[config.mk]
export PLATFORM = sky130hd
export DESIGN_NAME = seq_divider
export DESIGN_NICKNAME = d
export VERILOG_FILES = /design/src/rtl/seq_divider_pkg.sv /design/src/rtl/seq_divider_control.sv /design/src/rtl/seq_divider.sv
export SDC_FILE = /design/constraint.sdc
export NUM_CORES = 1
export LEC_CHECK = 0
export CORE_MARGIN = 8
export CORE_UTILIZATION = 25
export CTS_CLUSTER_DIAMETER = 40
export DETAILED_ROUTE_END_ITERATION = 8
export PLACE_DENSITY = 0.42
export SLEW_MARGIN = 20
export SYNTH_ARGS = -nofsm -noshare
export SYNTH_HDL_FRONTEND = slang
export SYNTH_HIERARCHICAL = 1
export SYNTH_SLANG_ARGS = --single-unit
[constraint.sdc]
create_clock -name CLK -period 7.3 [get_ports CLK]
set_clock_uncertainty 0.1 [all_clocks]
set_input_delay 1.46 -clock CLK [delete_from_list [all_inputs] [get_ports CLK]]
set_output_delay 1.46 -clock CLK [all_outputs]
set_load 0.01 [all_outputs]
[src/rtl/seq_divider_pkg.sv]
// -----------------------------------------------------------------------------
// seq_divider_pkg
// Shared definitions for the sequential restoring divider:
//   DEFAULT_WIDTH : default operand/result width of seq_divider
//   state_e       : 3-bit controller state encoding used by div_control
// -----------------------------------------------------------------------------
package seq_divider_pkg;

   localparam int DEFAULT_WIDTH = 32;

   typedef enum logic [2:0] {
      IDLE  = 3'd0,
      SHIFT = 3'd1,
      TEST  = 3'd2,
      WRITE = 3'd3,
      COUNT = 3'd4,
      DONE  = 3'd5
   } state_e;

endpackage

[src/rtl/seq_divider_control.sv]
// -----------------------------------------------------------------------------
// div_control
// Sequencing FSM and iteration counter for the restoring divider. It tells the
// datapath in seq_divider when to load operands, shift, commit a subtraction
// and latch the final (or divide-by-zero) result.
// Ports:
//   clk_i, rst_i        : clock, asynchronous active-high reset
//   go_i                : start request, only looked at in IDLE
//   divisorZero_i       : divisor input is zero (selects the shortcut path)
//   diffNeg_i           : trial subtraction went negative
//   load_o              : capture operands, clear working remainder
//   shift_o             : shift {rem,quo} left by one
//   write_o             : commit trial difference and set quotient LSB
//   increment_o         : advance the iteration counter
//   latchResult_o       : copy working registers to the result outputs
//   latchDivZero_o      : load the divide-by-zero result
//   done_o, busy_o      : status
// -----------------------------------------------------------------------------
module div_control
   import seq_divider_pkg::*;
#(
   parameter int WIDTH = DEFAULT_WIDTH,
   parameter int CW    = (WIDTH > 1) ? $clog2(WIDTH) : 1
) (
   input  logic clk_i,
   input  logic rst_i,
   input  logic go_i,
   input  logic divisorZero_i,
   input  logic diffNeg_i,
   output logic load_o,
   output logic shift_o,
   output logic write_o,
   output logic increment_o,
   output logic latchResult_o,
   output logic latchDivZero_o,
   output logic done_o,
   output logic busy_o
);

   localparam logic [CW-1:0] LAST_ITER = CW'(WIDTH - 1);

   state_e          state_q, state_d;
   logic [CW-1:0]   count_q, count_d;

   // State and iteration counter registers; reset drops any division in flight.
   always_ff @(posedge clk_i or posedge rst_i) begin
      if (rst_i) begin
         state_q <= IDLE;
         count_q <= '0;
      end else begin
         state_q <= state_d;
         count_q <= count_d;
      end
   end

   // Next-state and datapath strobes. Each iteration is SHIFT, TEST, an
   // optional WRITE when the trial subtraction fits, then COUNT.
   always_comb begin
      state_d        = state_q;
      count_d        = count_q;
      load_o         = 1'b0;
      shift_o        = 1'b0;
      write_o        = 1'b0;
      increment_o    = 1'b0;
      latchResult_o  = 1'b0;
      latchDivZero_o = 1'b0;
      done_o         = 1'b0;
      busy_o         = (state_q != IDLE);

      unique case (state_q)
         IDLE: begin
            if (go_i) begin
               if (divisorZero_i) begin
                  latchDivZero_o = 1'b1;
                  state_d        = DONE;
               end else begin
                  load_o  = 1'b1;
                  count_d = '0;
                  state_d = SHIFT;
               end
            end
         end
         SHIFT: begin
            shift_o = 1'b1;
            state_d = TEST;
         end
         TEST: begin
            state_d = diffNeg_i ? COUNT : WRITE;
         end
         WRITE: begin
            write_o = 1'b1;
            state_d = COUNT;
         end
         COUNT: begin
            if (count_q == LAST_ITER) begin
               latchResult_o = 1'b1;
               state_d       = DONE;
            end else begin
               increment_o = 1'b1;
               count_d     = count_q + 1'b1;
               state_d     = SHIFT;
            end
         end
         DONE: begin
            done_o  = 1'b1;
            state_d = IDLE;
         end
         default: state_d = IDLE;
      endcase
   end

endmodule

[src/rtl/seq_divider.sv]
// -----------------------------------------------------------------------------
// seq_divider
// Unsigned sequential restoring divider, one quotient bit per iteration, MSB
// first. Division by zero short-circuits to quotient = all ones,
// remainder = dividend with div_by_zero set.
// Ports:
//   CLK, reset            : clock, asynchronous active-high reset
//   go                    : start request (ignored while busy)
//   dividend, divisor     : unsigned operands, captured when go is accepted
//   quotient, remainder   : registered results, updated only on DONE entry
//   busy                  : high whenever a division is in progress
//   done                  : one-cycle completion pulse
//   div_by_zero           : qualifies the latest result
// -----------------------------------------------------------------------------
module seq_divider #(
   parameter int WIDTH = seq_divider_pkg::DEFAULT_WIDTH
) (
   input  logic             CLK,
   input  logic             reset,
   input  logic             go,
   input  logic [WIDTH-1:0] dividend,
   input  logic [WIDTH-1:0] divisor,
   output logic [WIDTH-1:0] quotient,
   output logic [WIDTH-1:0] remainder,
   output logic             busy,
   output logic             done,
   output logic             div_by_zero
);
   import seq_divider_pkg::*;

   logic [WIDTH:0]   rem_q;
   logic [WIDTH-1:0] quo_q;
   logic [WIDTH-1:0] dvs_q;
   logic [WIDTH-1:0] quotient_q;
   logic [WIDTH-1:0] remainder_q;
   logic             divZero_q;

   logic [WIDTH+1:0] diff;
   logic             load, shiftEn, writeEn, increment;
   logic             latchResult, latchDivZero;

   // Single trial subtractor; one extra bit above rem gives the sign.
   assign diff = {1'b0, rem_q} - {2'b00, dvs_q};

   div_control #(.WIDTH(WIDTH)) u_control (
      .clk_i          (CLK),
      .rst_i          (reset),
      .go_i           (go),
      .divisorZero_i  (divisor == '0),
      .diffNeg_i      (diff[WIDTH+1]),
      .load_o         (load),
      .shift_o        (shiftEn),
      .write_o        (writeEn),
      .increment_o    (increment),
      .latchResult_o  (latchResult),
      .latchDivZero_o (latchDivZero),
      .done_o         (done),
      .busy_o         (busy)
   );

   // Working registers. rem needs WIDTH+1 bits because after the shift it can
   // reach just under twice the divisor before the subtraction restores it.
   always_ff @(posedge CLK or posedge reset) begin
      if (reset) begin
         rem_q <= '0;
         quo_q <= '0;
         dvs_q <= '0;
      end else if (load) begin
         rem_q <= '0;
         quo_q <= dividend;
         dvs_q <= divisor;
      end else if (shiftEn) begin
         {rem_q, quo_q} <= {rem_q[WIDTH-1:0], quo_q, 1'b0};
      end else if (writeEn) begin
         rem_q    <= diff[WIDTH:0];
         quo_q[0] <= 1'b1;
      end
   end

   // Result registers only move on DONE entry so they stay stable while busy.
   always_ff @(posedge CLK or posedge reset) begin
      if (reset) begin
         quotient_q  <= '0;
         remainder_q <= '0;
         divZero_q   <= 1'b0;
      end else if (latchResult) begin
         quotient_q  <= quo_q;
         remainder_q <= rem_q[WIDTH-1:0];
         divZero_q   <= 1'b0;
      end else if (latchDivZero) begin
         quotient_q  <= '1;
         remainder_q <= dividend;
         divZero_q   <= 1'b1;
      end
   end

   assign quotient    = quotient_q;
   assign remainder   = remainder_q;
   assign div_by_zero = divZero_q;

endmodule

==> impl_metrics.ini <==
[outcome]
status = finished clean

[setup_path]
cp-endpoint = remainder[5]$_DFFE_PP0P_
worst_path_max_delay_cell = nor4_1
path_cells = clkdlybuf4s50_1 -> nor4_1 -> nand4_1 -> nor2_1 -> inv_1 -> nor2_4 -> buf_4 -> mux2i_1 -> o21ai_0
cpLargestDelayFamily = simple AND/OR/NAND/NOR gates
worstSetupStartpointType = primary input
critPathKind = primary input to register
rr_endpoint = rem_q[24]$_DFFE_PP0P_
worstSetupEndpointType = register
rr_worst_depth = 12
critPathMaxStageDelay_ns = 0.79
critPathMaxFanout = 65
rrSetupSlack_ns = 3.93
crit_cells = 9
cp-startpoint = divisor[0]
r2r_start = rem_q[0]$_DFFE_PP0P_
critPathBufInv = 3
critPathArrivalTime_ns = 4.97
required_ns = 7.48

[die]
die_h_um = 209.0
coreArea_mm2 = 0.03670
start_util_pct = 25.39
dieArea_mm2 = 0.04370
std_cell_rows = 70
die_x_um = 209.0
boundaryPins = 134

[yosys]
synth_top_area_share_pct = 45.66
synth_fp_nets = 1158
synthFlopType = dfrtp_1
netlist_top_cells_area = dfrtp_1 (46%), o21ai_0 (8.2%), mux2i_1 (7.3%)
ys_seq_elements = 170
synth.distinct_cells = 58
ys_seq_area_share_pct = 45.66
avgSynthCellArea_um2 = 8.822
synth_edf_count = 0
ys_warn_count = 6
async_reset_ff_share_pct = 100.0
syn_inst = 1056
yosys.area.top_type = dfrtp_1
syn_area_mm2 = 0.009316

[cts]
post_cts_resized = 0
cts_htree_levels = 4
tritoncts = yes
clock-sinks = 170
post_cts_buffers = 0
clock_latency_ns = 0.43
path_clk_slew_ns = 0.07
root_buffer = clkbuf_16
cts_buffers = 17
hold_buffers = 0
clock_path_buffers = 2

[power]
p_int_mw = 2.744
power_leakage_nw = 4.609
power_frac_comb_pct = 50.5
clock_power_share_pct = 19.0
peakVddDrop_mv = 0.1728
netSwitchingPower_mw = 2.077
switching_share_pct = 43.08
power.density_mw_per_mm2 = 412.1
seqPwrFrac_pct = 30.4
p_total_mw = 4.821

[detailed_routing]
wl_per_cell_um = 17.12
viasPerCell = 4.631
num_vias = 7553
ant_nets = 0
detail_route.wirelength_um = 27920
dr.first_iter.drc_count = 339
drc = 0
first_pass_iters = 5

[sta]
hold_viol = 0
drv_slew = 0
maxSlewHeadroom_pct = 37.52
setup_ws_ns = 2.513
max_freq_ghz = 0.2089
fin_crit_sh_pct = 65.57
tightest_slew_ns = 0.9372
rsz0062_at_grt = false
setup_viol = 0
min_period_ns = 4.787
finalSetupTns_ns = 0

[global_routing]
grt_max_degree = 102
grt_usage_pct = 12.75
grt_pass1_vias = 7540
antenna_found_initial = 0
grt_pass1_wl_um = 44820
overflow = 0

[place]
place_congestion = 0.8451
dp_hpwl_um = 20380
dp_slack_ns = 1.843
dp_cells = 1599
port_buffers = 133

[finish]
layout.cells.non_filler = 1631
drive_gt1_share_pct = 5.245
final_common_cell = nand2_1
antenna_cells = 0
final_nets = 1253
area_growth_pct = 25.56
mostFrequentLayoutCells = nand2_1 (175), dfrtp_1 (170), o21ai_0 (153), clkdlybuf4s50_1 (133), nor2_1 (73)
final_util_pct = 31.88

[job]
drv_cap = 0

[worst_hold_path]
min_path_type = register to register
-- tightest hold or removal path: cells and delay by family (launching register included) --
kind	cells	cell delay, ns
flops	1	0.36
simple gates	2	0.11
-- worst min-delay path by stage --
stage	startpoint	endpoint	slack (ns)	cells past startpoint
after floorplan	quo_q[10]$_DFFE_PP0P_	quotient[10]$_DFFE_PP0P_	0.37	2
final	div_by_zero$_DFFE_PP0P_	div_by_zero$_DFFE_PP0P_	0.40	2
after global placement	div_by_zero$_DFFE_PP0P_	div_by_zero$_DFFE_PP0P_	0.38	2
after detailed placement	quo_q[11]$_DFFE_PP0P_	quotient[11]$_DFFE_PP0P_	0.40	2
after global routing	div_by_zero$_DFFE_PP0P_	div_by_zero$_DFFE_PP0P_	0.43	2
after CTS	quo_q[14]$_DFFE_PP0P_	quotient[14]$_DFFE_PP0P_	0.41	2
-- per-layer routing --
| layer | wire length, um | GRT usage, % |
|---|---|---|
| met5 | 0 | 0 |
| met4 | 327 | 3.159 |
| met3 | 848 | 2.140 |
| met2 | 11430 | 18.02 |
| met1 | 15310 | 19.63 |
-- Yosys cell counts (all sizes together) (10+ instances only) --
cell type  instances
inv               59
ha                34
a221oi            10
o21ai            153
clkbuf            61
nor2b             14
mux2i             68
a211oi            13
xnor2             20
nor3              11
a21oi             68
nand3             10
nand2            175
dfrtp            170
nor2              76
-- cell type report --
cell class,count,area (um^2)
inverter,59,226.5
tap,468,585.6
clock inverter,13,146.4
timing repair buffer,145,1441
clock buffer,18,439.2
fill,3855,25000
multi-input combinational,758,4604
sequential,170,4254
-- stage by stage --
step	cell area (um^2)	hold WS, ns
finish	11700	0.4041
global route	11700	0.4295
floorplan	9316	0.3704
detailed placement	11080	0.3963
global placement	11080	0.3794
CTS	11670	0.4082
-- state kept, by name, summed over array words and instances, names as in the netlist --
signal and cells:
rem_q 33, dvs_q 32, quo_q 32, quotient 32, remainder 32, u_control/count_q 5
u_control/state_q 3, div_by_zero 1
-- cell families after synthesis --
| family | after synthesis | share of synthesized area, % |
|---|---|---|
| compound gates | 295 | 18.79 |
| xor+xnor | 27 | 2.538 |
| fa+ha+maj | 35 | 4.781 |
| buf+inv | 128 | 5.211 |
| flops | 170 | 45.66 |
| mux | 71 | 7.668 |
| simple gates | 330 | 15.35 |
-- power by group through the flow --
| stage | Clock (mW) | Combinational [mW] | Sequential [mW] |
|---|---|---|---|
| 2_1_floorplan | 0 | 1.88 | 1.39 |
| 3_3_place_gp | 0 | 2.45 | 1.49 |
| 3_5_place_dp | 0 | 2.46 | 1.49 |
| 4_1_cts | 0.956 | 2.46 | 1.47 |
| 5_1_grt | 0.987 | 2.77 | 1.51 |
| 6_report | 0.916 | 2.44 | 1.47 |
Power figures use the tool's default switching activity.
